## src/rtl/fetch_pkg.sv

```systemverilog
// Shared types and constants for the instruction-fetch stage.
// Holds the FSM encoding, the IF/ID bundle and the hold-buffer entry.
package fetch_pkg;

    localparam logic [31:0] INSN_NOP = 32'h0000_0013;

    typedef enum logic [1:0] {
        IF_IDLE = 2'd0,
        IF_WAIT = 2'd1,
        IF_DROP = 2'd2
    } if_state_e;

    typedef struct packed {
        logic [31:0] pc;
        logic [31:0] insn;
    } hold_ent_t;

    typedef struct packed {
        logic [31:0] pc;
        logic [31:0] pcp4;
        logic [31:0] insn;
    } if_id_t;

    function automatic logic [31:0] pc_inc(input logic [31:0] pc);
        return pc + 32'd4;
    endfunction

endpackage

```

## src/rtl/fetch_hold_buf.sv

```systemverilog
// One-entry word+pc buffer used to park a response during a stall.
// Ports: clk/rst, load/drain/clear controls, d in, full flag and q out.
module fetch_hold_buf
    import fetch_pkg::*;
(
    input  logic      clk,
    input  logic      rst,
    input  logic      load,
    input  logic      drain,
    input  logic      clear,
    input  hold_ent_t d,
    output logic      full,
    output hold_ent_t q
);

    logic      full_d, full_q;
    hold_ent_t ent_d, ent_q;

    always_comb begin
        full_d = full_q;
        ent_d  = ent_q;
        if (clear) begin
            full_d = 1'b0;
        end else if (load) begin
            full_d = 1'b1;
            ent_d  = d;
        end else if (drain) begin
            full_d = 1'b0;
        end
    end

    always_ff @(posedge clk) begin
        if (rst) begin
            full_q <= 1'b0;
            ent_q  <= '0;
        end else begin
            full_q <= full_d;
            ent_q  <= ent_d;
        end
    end

    assign full = full_q;
    assign q    = ent_q;

endmodule

```

## src/rtl/fetch.sv

```systemverilog
// IF stage: owns the PC, single-outstanding imem requests, IF/ID register.
// Ports: clk/rst, keep/nop, branch redirect, imem req/resp, IF/ID outputs.
module fetch
    import fetch_pkg::*;
#(
    parameter logic [31:0] RESET_PC = 32'h0000_0000,
    parameter logic [31:0] NOP_INSN = INSN_NOP
) (
    input  logic        clk,
    input  logic        rst,
    input  logic        keep,
    input  logic        nop,
    input  logic        branch_taken,
    input  logic [31:0] branch_target,
    output logic        imem_req,
    output logic [31:0] imem_addr,
    input  logic        imem_valid,
    input  logic [31:0] imem_rdata,
    output logic [31:0] PC_pype0,
    output logic [31:0] PCp4_pype0,
    output logic [31:0] Instraction_pype
);

    if_state_e   state_d, state_q;
    logic [31:0] pc_d, pc_q;
    if_id_t      ifid_d, ifid_q;

    logic        accept;
    logic        keep_eff;
    logic        drain;
    logic        issue_ok;
    logic        issue;
    logic        hold_full;
    logic        hold_load;
    logic [31:0] acc_pc;
    hold_ent_t   hold_in, hold_q;

    // pc_q already points past the outstanding request while in WAIT
    assign acc_pc   = pc_q - 32'd4;
    assign accept   = (state_q == IF_WAIT) && imem_valid;
    assign keep_eff = keep && !nop && !branch_taken;
    assign drain    = hold_full && !branch_taken && !nop && !keep;

    // Only issue when the buffer ends the cycle empty, so a stall can
    // never meet a second response with nowhere to put it.
    assign issue_ok = !branch_taken && !keep_eff && (!hold_full || drain);
    assign issue    = !rst && issue_ok &&
                      ((state_q == IF_IDLE) || accept);

    assign hold_load = accept && keep_eff;
    assign hold_in   = '{pc: acc_pc, insn: imem_rdata};

    fetch_hold_buf u_hold (
        .clk   (clk),
        .rst   (rst),
        .load  (hold_load),
        .drain (drain),
        .clear (branch_taken),
        .d     (hold_in),
        .full  (hold_full),
        .q     (hold_q)
    );

    always_comb begin
        state_d = state_q;
        case (state_q)
            IF_IDLE: begin
                if (issue) state_d = IF_WAIT;
            end
            IF_WAIT: begin
                if (branch_taken) begin
                    state_d = imem_valid ? IF_IDLE : IF_DROP;
                end else if (imem_valid) begin
                    state_d = issue ? IF_WAIT : IF_IDLE;
                end
            end
            IF_DROP: begin
                if (imem_valid) state_d = IF_IDLE;
            end
            default: state_d = IF_IDLE;
        endcase
    end

    always_comb begin
        pc_d = pc_q;
        if (branch_taken) begin
            pc_d = branch_target & ~32'd3;
        end else if (issue) begin
            pc_d = pc_inc(pc_q);
        end
    end

    always_comb begin
        ifid_d = ifid_q;
        if (branch_taken || nop) begin
            ifid_d.insn = NOP_INSN;
        end else if (!keep) begin
            if (hold_full) begin
                ifid_d = '{pc:   hold_q.pc,
                           pcp4: pc_inc(hold_q.pc),
                           insn: hold_q.insn};
            end else if (accept) begin
                ifid_d = '{pc:   acc_pc,
                           pcp4: pc_inc(acc_pc),
                           insn: imem_rdata};
            end else begin
                ifid_d.insn = NOP_INSN;
            end
        end
    end

    always_ff @(posedge clk) begin
        if (rst) begin
            state_q <= IF_IDLE;
            pc_q    <= RESET_PC;
            ifid_q  <= '{pc: 32'd0, pcp4: 32'd0, insn: NOP_INSN};
        end else begin
            state_q <= state_d;
            pc_q    <= pc_d;
            ifid_q  <= ifid_d;
        end
    end

    assign imem_req         = issue;
    assign imem_addr        = issue ? pc_q : 32'd0;
    assign PC_pype0         = ifid_q.pc;
    assign PCp4_pype0       = ifid_q.pcp4;
    assign Instraction_pype = ifid_q.insn;

endmodule

```

## config.mk

```make
export PLATFORM = sky130hd
export DESIGN_NAME = fetch
export DESIGN_NICKNAME = d
export VERILOG_FILES = /design/src/rtl/fetch_pkg.sv /design/src/rtl/fetch_hold_buf.sv /design/src/rtl/fetch.sv
export SDC_FILE = /design/constraint.sdc
export NUM_CORES = 1
export LEC_CHECK = 0
export BUFFER_PORTS_ARGS = -buffer_cell sky130_fd_sc_hd__buf_2
export CELL_PAD_IN_SITES_DETAIL_PLACEMENT = 0
export CELL_PAD_IN_SITES_GLOBAL_PLACEMENT = 2
export CORE_MARGIN = 3
export CORE_UTILIZATION = 31
export CTS_CLUSTER_SIZE = 30
export DETAILED_ROUTE_END_ITERATION = 7
export HOLD_SLACK_MARGIN = 0.02
export PLACE_DENSITY_LB_ADDON = 0.25
export SLEW_MARGIN = 20
export SYNTH_ARGS = -nofsm -noshare
export SYNTH_HDL_FRONTEND = slang
export SYNTH_SLANG_ARGS = --single-unit
```

## constraint.sdc

```tcl
create_clock -name clk -period 9.8 [get_ports clk]
set_input_delay 1.96 -clock clk [delete_from_list [all_inputs] [get_ports clk]]
set_output_delay 1.96 -clock clk [all_outputs]
set_load 0.03 [all_outputs]
```

==> results_dict.tcl, run 1 <==
set metrics [dict create \
    finalCriticalPeriod_ns 6.47 \
    fmax_mhz 155 \
    synth_area_sq_um 9530 \
    placed_area_sq_um 10600 \
    ys_seq_elements 187 \
    ys.flop_type "dfxtp_1" \
    setup-violations-final 0 \
    drtAntennaViolNets 0 \
    clk_path_buf_depth 2 \
    core_area_sq_um 30000 \
    dieArea_sq_um 32900 \
    crit_type "input port to output pin" \
    grt_max_degree 78 \
    r2r_cells 8 \
    post-synth-top-count-cell "nor2_1" \
    antenna_cells 0 \
    hpwl_microns 20100 \
    fin_nets 1452 \
    hold_depth 2 \
    antenna_found_initial 1 \
    avgViaCountPerCell 5.12 \
    peakVddDrop_v 0.000116 \
    cts_tree "built" \
    gp_congestion 0.751 \
    post_drt_wl_per_cell_microns 16.7 \
    hold_viol_final 0 \
    layout-drive-gt1-share_pct 18.8 \
    insertion_delay_ns 0.44 \
    yosys-top-cells-count "nor2_1 (221), dfxtp_1 (187), nand2_1 (150)" \
    ys_warn_count 0 \
    total_power_mw 1.73 \
    path_buf_inv 5 \
    required_ns 7.84 \
    drtIter0Drc 605 \
    slew_violations 0 \
    worstSetupStartpointType "input port" \
    rows 63 \
    routed_wl_microns 29700 \
    worst_hold_slack_ns 0.451 \
    whs_endpoint "PC_pype0[23]$_SDFFE_PP0P_" \
    tightest_slew_ns 0.994 \
    slowest_stage "inv_1" \
    vias 9116 \
    end_kind "output pin" \
    synth_top_area_share_pct 39.3 \
    seq_area_frac_synth_pct 39.3 \
    syn_inst 1272 \
    p_leak_nw 4.22 \
    cp_max_fo 68 \
    r2r_end "PCp4_pype0[28]$_SDFFE_PP0P_" \
    cts-root-buf "clkbuf_16" \
    drt-pass1-iter-count 5 \
    cts_max_level 4 \
    io_pins 199 \
    critPathTopFamily "buffers and inverters" \
    grtUsageTotal_pct 17.6 \
    grt_pass1_vias 8367 \
    cts_made_buffers 17 \
    async_flop_share_pct 0 \
    die_x_microns 181 \
    setup-tns-final_ns 0 \
    fin_crit_sh_pct 66.0 \
    layout-area-overhead-vs-synth_pct 17.7 \
    cpPeakStageDelay_ns 0.69 \
    cts_hold_buf 0 \
    cap_viol_max_count 0 \
    synth_top_cell_by_area "dfxtp_1" \
    cts_setup_buffers 0 \
    io_buffers 190 \
    p_per_area_nw_per_um2 154 \
    cts.sinks 187 \
    min_path_type "flip-flop to flip-flop" \
    synth_edf_count 0 \
    die_h_microns 181 \
    status "completed" \
    worstPathArrival_ns 4.51 \
    worst_slack_ns 3.33 \
    crit_chain "buf_2 > buf_4 > nor2_1 > o21ai_0 > or3_1 > buf_4 > inv_1 > and2_1 > buf_2" \
    slew_headroom_pct 33.2 \
    drc 0 \
    place_worst_setup_slack_ns 3.33 \
    overflow 0 \
    fillers 3227 \
    start_util_pct 31.8 \
    path_depth 9 \
    synth.area.top_cells "dfxtp_1 (39%), nor2_1 (8.7%), a21oi_1 (7.3%), nand2_1 (5.9%), clkbuf_1 (3.6%)" \
    cts.clk_slew.worst_paths_ns 0.07 \
    r2r-start "pc_q[10]$_SDFFE_PP0P_" \
    clock_skew_ns 0.0160 \
    hold_start "PC_pype0[23]$_SDFFE_PP0P_" \
    rsz0062_at_grt "no" \
    fin_area_sq_um 11200 \
    synthDistinctLibCells 69 \
    grt_pass1_wl_microns 47400 \
    cts_resized 0 \
    r2r_setup_slack_ns 5.35 \
    synth.avg_cell_area_sq_um 7.49 \
]
-- placed cells by master, fill, tap and decap left out, types with 4 or more instances in the layout --
| cell type | Yosys | routed |
|---|---|---|
| a221oi_1 | 4 | 4 |
| nand4_1 | 12 | 12 |
| o31ai_1 | 10 | 10 |
| nand2_1 | 150 | 150 |
| buf_4 | 7 | 13 |
| nand3_1 | 24 | 23 |
| a21oi_1 | 139 | 139 |
| a311oi_1 | 7 | 7 |
| xnor2_1 | 24 | 24 |
| conb_1 | 1 | 6 |
| nor3_1 | 45 | 45 |
| a22oi_1 | 33 | 33 |
| or4_1 | 14 | 14 |
| inv_1 | 10 | 10 |
| o211ai_1 | 5 | 5 |
| inv_6 | 0 | 4 |
| xor2_1 | 14 | 14 |
| o21ai_0 | 28 | 27 |
| nor2b_1 | 15 | 15 |
| nand2b_1 | 12 | 12 |
| dfxtp_1 | 187 | 186 |
| o22ai_1 | 4 | 4 |
| or2_2 | 8 | 8 |
| and3_1 | 5 | 4 |
| buf_2 | 5 | 189 |
| or3_1 | 14 | 13 |
| mux2i_1 | 10 | 10 |
| nand3b_1 | 8 | 8 |
| nor4_1 | 17 | 17 |
| a21boi_0 | 5 | 5 |
| clkbuf_16 | 0 | 17 |
| a31oi_1 | 9 | 9 |
| nor2_1 | 221 | 220 |
| a211oi_1 | 37 | 37 |
| and2_1 | 25 | 25 |
-- per-layer routing --
metal | routed length (microns) | vias up | global-route usage (%)
met2 | 12100 | 189 | 24.5
met1 | 16200 | 4245 | 28.1
met5 | 13 | - | 0
li1 | - | 4668 | -
met4 | 187 | 2 | 3.47
met3 | 1250 | 12 | 3.08
-- worst max-delay path by stage --
stage / to / slack (ns) / from
final: imem_addr[9] / 3.33 / keep
after detailed placement: imem_addr[9] / 3.33 / keep
after global routing: imem_addr[9] / 3.14 / keep
after global placement: imem_addr[9] / 3.30 / keep
after CTS: imem_addr[9] / 3.32 / keep
after floorplan: imem_addr[18] / 3.88 / branch_taken
-- stage by stage --
step | instances | utilization (%)
5_1_grt | 1782 | 37.4
3_3_place_gp | 1750 | 35.4
3_5_place_dp | 1750 | 35.4
4_1_cts | 1782 | 37.4
6_report | 1782 | 37.4
2_1_floorplan | 1277 | -
-- power by group --
group	internal, mW	leakage (nW)	total [mW]	switching, mW
clock	0.390	0.288	0.722	0.333
combinational	0.0718	2.41	0.210	0.138
sequential	0.769	1.51	0.793	0.0236
total	1.23	4.22	1.73	0.495
-- cells by family after synthesis --
| logic type | count (synthesis) | synth area share (%) |
|---|---|---|
| AO/OA/AOI/OAI | 316 | 21.2 |
| XOR/XNOR | 38 | 3.49 |
| adder cells (fa/ha/maj) | 3 | 0.394 |
| buffers and inverters | 129 | 5.66 |
| flip-flops | 187 | 39.3 |
| multiplexers | 12 | 1.29 |
| other | 1 | 0.0394 |
| AND/OR/NAND/NOR | 586 | 28.6 |
-- worst register-to-register path: cells and delay by family (launching register included) --
| kind | cells | cell delay (ns) |
|---|---|---|
| DFF | 1 | 0.47 |
| AOI/OAI and AO/OA | 2 | 0.81 |
| and+or+nand+nor | 6 | 3.07 |
-- registers in the layout, summed over array words and instances (netlist names) --
name / count
PC_pype0: 30
Instraction_pype: 32
u_hold.q: 62
u_hold.full: 1
PCp4_pype0: 30
state_q: 2
pc_q: 30
-- layout make-up --
| cell class | instances | area [sq um] | share of cell area, % |
|---|---|---|---|
| inverter | 10 | 37.5 | 0.335 |
| clock buffer | 18 | 439 | 3.92 |
| tap | 390 | 488 | 4.35 |
| sequential | 187 | 3740 | 33.4 |
| clock inverter | 14 | 159 | 1.42 |
| timing repair buffer | 202 | 1040 | 9.30 |
| multi-input combinational | 961 | 5310 | 47.3 |
Note: power is estimated with default switching activity, not from simulation.
==> inputs of run 2 (changes only) <==
--- a/config.mk
+++ b/config.mk
@@ -5,11 +5,12 @@
 export SDC_FILE = /design/constraint.sdc
 export NUM_CORES = 1
 export LEC_CHECK = 0
+export ABC_AREA = 1
 export BUFFER_PORTS_ARGS = -buffer_cell sky130_fd_sc_hd__buf_2
 export CELL_PAD_IN_SITES_DETAIL_PLACEMENT = 0
 export CELL_PAD_IN_SITES_GLOBAL_PLACEMENT = 2
 export CORE_MARGIN = 3
-export CORE_UTILIZATION = 31
+export CORE_UTILIZATION = 30
 export CTS_CLUSTER_SIZE = 30
 export DETAILED_ROUTE_END_ITERATION = 7
 export HOLD_SLACK_MARGIN = 0.02
==> constraint.sdc (replaced) <==
create_clock -name clk -period 6.2 [get_ports clk]
set_input_delay 1.24 -clock clk [delete_from_list [all_inputs] [get_ports clk]]
set_output_delay 1.24 -clock clk [all_outputs]
set_load 0.03 [all_outputs]
==> run 2 against run 1 <==
Register-to-register slack worse by 3.1 ns. Global-route usage is 1.1 points higher. Largest cell class unchanged. Total power is 61% higher. Sequential cell count stayed put.
==> results_dict.tcl, run 2 <==
set metrics [dict create \
    grt_max_degree 64 \
    hold_viol_final 0 \
    post-synth-top-count-cell "nand2_1" \
    drtAntennaViolNets 0 \
    critPathTopFamily "buffers and inverters" \
    layout-area-overhead-vs-synth_pct 17.2 \
    antenna_cells 0 \
    cpPeakStageDelay_ns 0.58 \
    cp_max_fo 34 \
    clk_path_buf_depth 2 \
    worst_slack_ns 1.50 \
    io_buffers 190 \
    routed_wl_microns 34200 \
    setup-violations-final 0 \
    worstPathArrival_ns 3.46 \
    start_util_pct 30.9 \
    cap_viol_max_count 0 \
    post_layout_nonfiller_instances 2142 \
    io_pins 199 \
    p_per_area_nw_per_um2 232 \
    antenna_found_initial 0 \
    grt_pass1_wl_microns 53800 \
    p_leak_nw 5.65 \
    finalCriticalPeriod_ns 4.70 \
    fmax_mhz 213 \
    multi_input_area_sq_um 5460 \
    vias 10221 \
    synth_top_area_share_pct 36.7 \
    largest_register_ffs 62 \
    avgViaCountPerCell 4.77 \
    worstSetupStartpointType "input port" \
    cts_resized 0 \
    core_area_sq_um 33000 \
    min_path_type "flip-flop to flip-flop" \
    cts_hold_buf 0 \
    crit_chain "buf_2 > inv_1 > buf_4 > nor2_1 > nor3_1 > o21ai_2 > buf_4 > nor2_1 > buf_2" \
    post_drt_wl_per_cell_microns 16.0 \
    slowest_stage "buf_2" \
    insertion_delay_ns 0.45 \
    overflow 0 \
    syn_inst 1564 \
    synthDistinctLibCells 41 \
    place_worst_setup_slack_ns 1.48 \
    synth_top_cell_by_area "dfxtp_1" \
    async_flop_share_pct 0 \
    required_ns 4.96 \
    total_power_mw 2.78 \
    synth_area_sq_um 10200 \
    fin_crit_sh_pct 75.8 \
    seqCellArea_sq_um 3740 \
    ys_seq_elements 187 \
    place_inst 2110 \
    dieArea_sq_um 36300 \
    seq_area_frac_synth_pct 36.7 \
    path_buf_inv 5 \
    status "completed" \
    rows 66 \
    gp_congestion 0.825 \
    setup-tns-final_ns 0 \
    die_x_microns 190 \
    slew_violations 0 \
    cts_setup_buffers 0 \
    ys_warn_count 0 \
    yosys-top-cells-count "nand2_1 (312), nor2_1 (252), dfxtp_1 (187)" \
    rsz0062_at_grt "no" \
    synth.area.top_cells "dfxtp_1 (37%), nand2_1 (11%), nor2_1 (9.3%), o21ai_0 (6.9%), nand3_1 (6.3%)" \
    end_kind "output pin" \
    clock_skew_ns 0.0195 \
    peakVddDrop_v 0.000194 \
    grtUsageTotal_pct 18.7 \
    die_h_microns 190 \
    drt-pass1-iter-count 6 \
    cts-root-buf "clkbuf_16" \
    drc 0 \
    layout_common_cells "nand2_1 (311), nor2_1 (252), buf_2 (190)" \
    grt_pass1_vias 9422 \
    ys.flop_type "dfxtp_1" \
    final_common_cell "nand2_1" \
    hpwl_microns 24100 \
    synth_edf_count 0 \
    final_util_pct 36.2 \
    fin_nets 1760 \
    cts_tree "built" \
    cts.sinks 187 \
    layout-drive-gt1-share_pct 19.1 \
    cts.clk_slew.worst_paths_ns 0.08 \
    fillers 3692 \
    slew_headroom_pct 26.1 \
    cts_max_level 4 \
    synth.avg_cell_area_sq_um 6.52 \
    drtIter0Drc 629 \
    cts_made_buffers 17 \
    crit_type "input port to output pin" \
    tightest_slew_ns 1.11 \
]
-- run 2: metrics by stage --
step                area [sq um]  hold slack [ns]
finish                     12000            0.454
floorplan                  10200            0.424
global placement           11400            0.434
global route               12000            0.476
detailed placement         11400            0.439
CTS                        12000            0.451
-- run 2: cells by family after synthesis --
kind of cell	share of synthesized area [%]
DFF	36.7
xor gates and xnor gates	2.32
other	0.0367
adders and majority gates	0.368
AOI/OAI and AO/OA	15.2
and+or+nand+nor	35.3
buffers and inverters	10.1
-- run 2: per-layer routing --
metal  part of all wire [%]  vias to the layer above  global-route usage, %
li1                       -                     5288                      -
met1                     54                     4632                   29.7
met2                     40                      283                   26.3
met3                    5.2                       18                   3.05
met4                   0.89                        0                   3.61
met5                      0                        -                      0
-- run 2: report_power, final --
group | switching [mW] | total [mW] | internal [mW]
sequential | 0.0349 | 1.26 | 1.22
clock | 0.545 | 1.13 | 0.584
combinational | 0.286 | 0.396 | 0.110
-- run 2: worst paths after layout --
check | endpoint | cells past startpoint | slack (ns) | startpoint
setup reg to reg | pc_q[21]$_SDFFE_PP0P_ | 9 | 2.27 | u_hold.full$_SDFFE_PP0P_
hold reg to reg | u_hold.q[0]$_SDFFE_PP0P_ | 2 | 0.45 | u_hold.q[0]$_SDFFE_PP0P_
hold / removal | u_hold.q[0]$_SDFFE_PP0P_ | 2 | 0.45 | u_hold.q[0]$_SDFFE_PP0P_
setup / recovery | imem_addr[6] | 9 | 1.50 | keep
-- run 2: layout make-up --
class                   instances  area share, %
flip-flops and latches        187           31.3
well taps                     442           4.62
repair buffers                202           8.70
inverters                     150           4.71
multi-input cells            1129           45.7
clock inverters                13           1.28
clock buffers                  19           3.70
-- run 2: tightest hold or removal path: cells and delay by family (launching register included) --
kind | cells | cell delay (ns)
compound gates | 1 | 0.05
flops | 1 | 0.30
buf+inv | 1 | 0.06
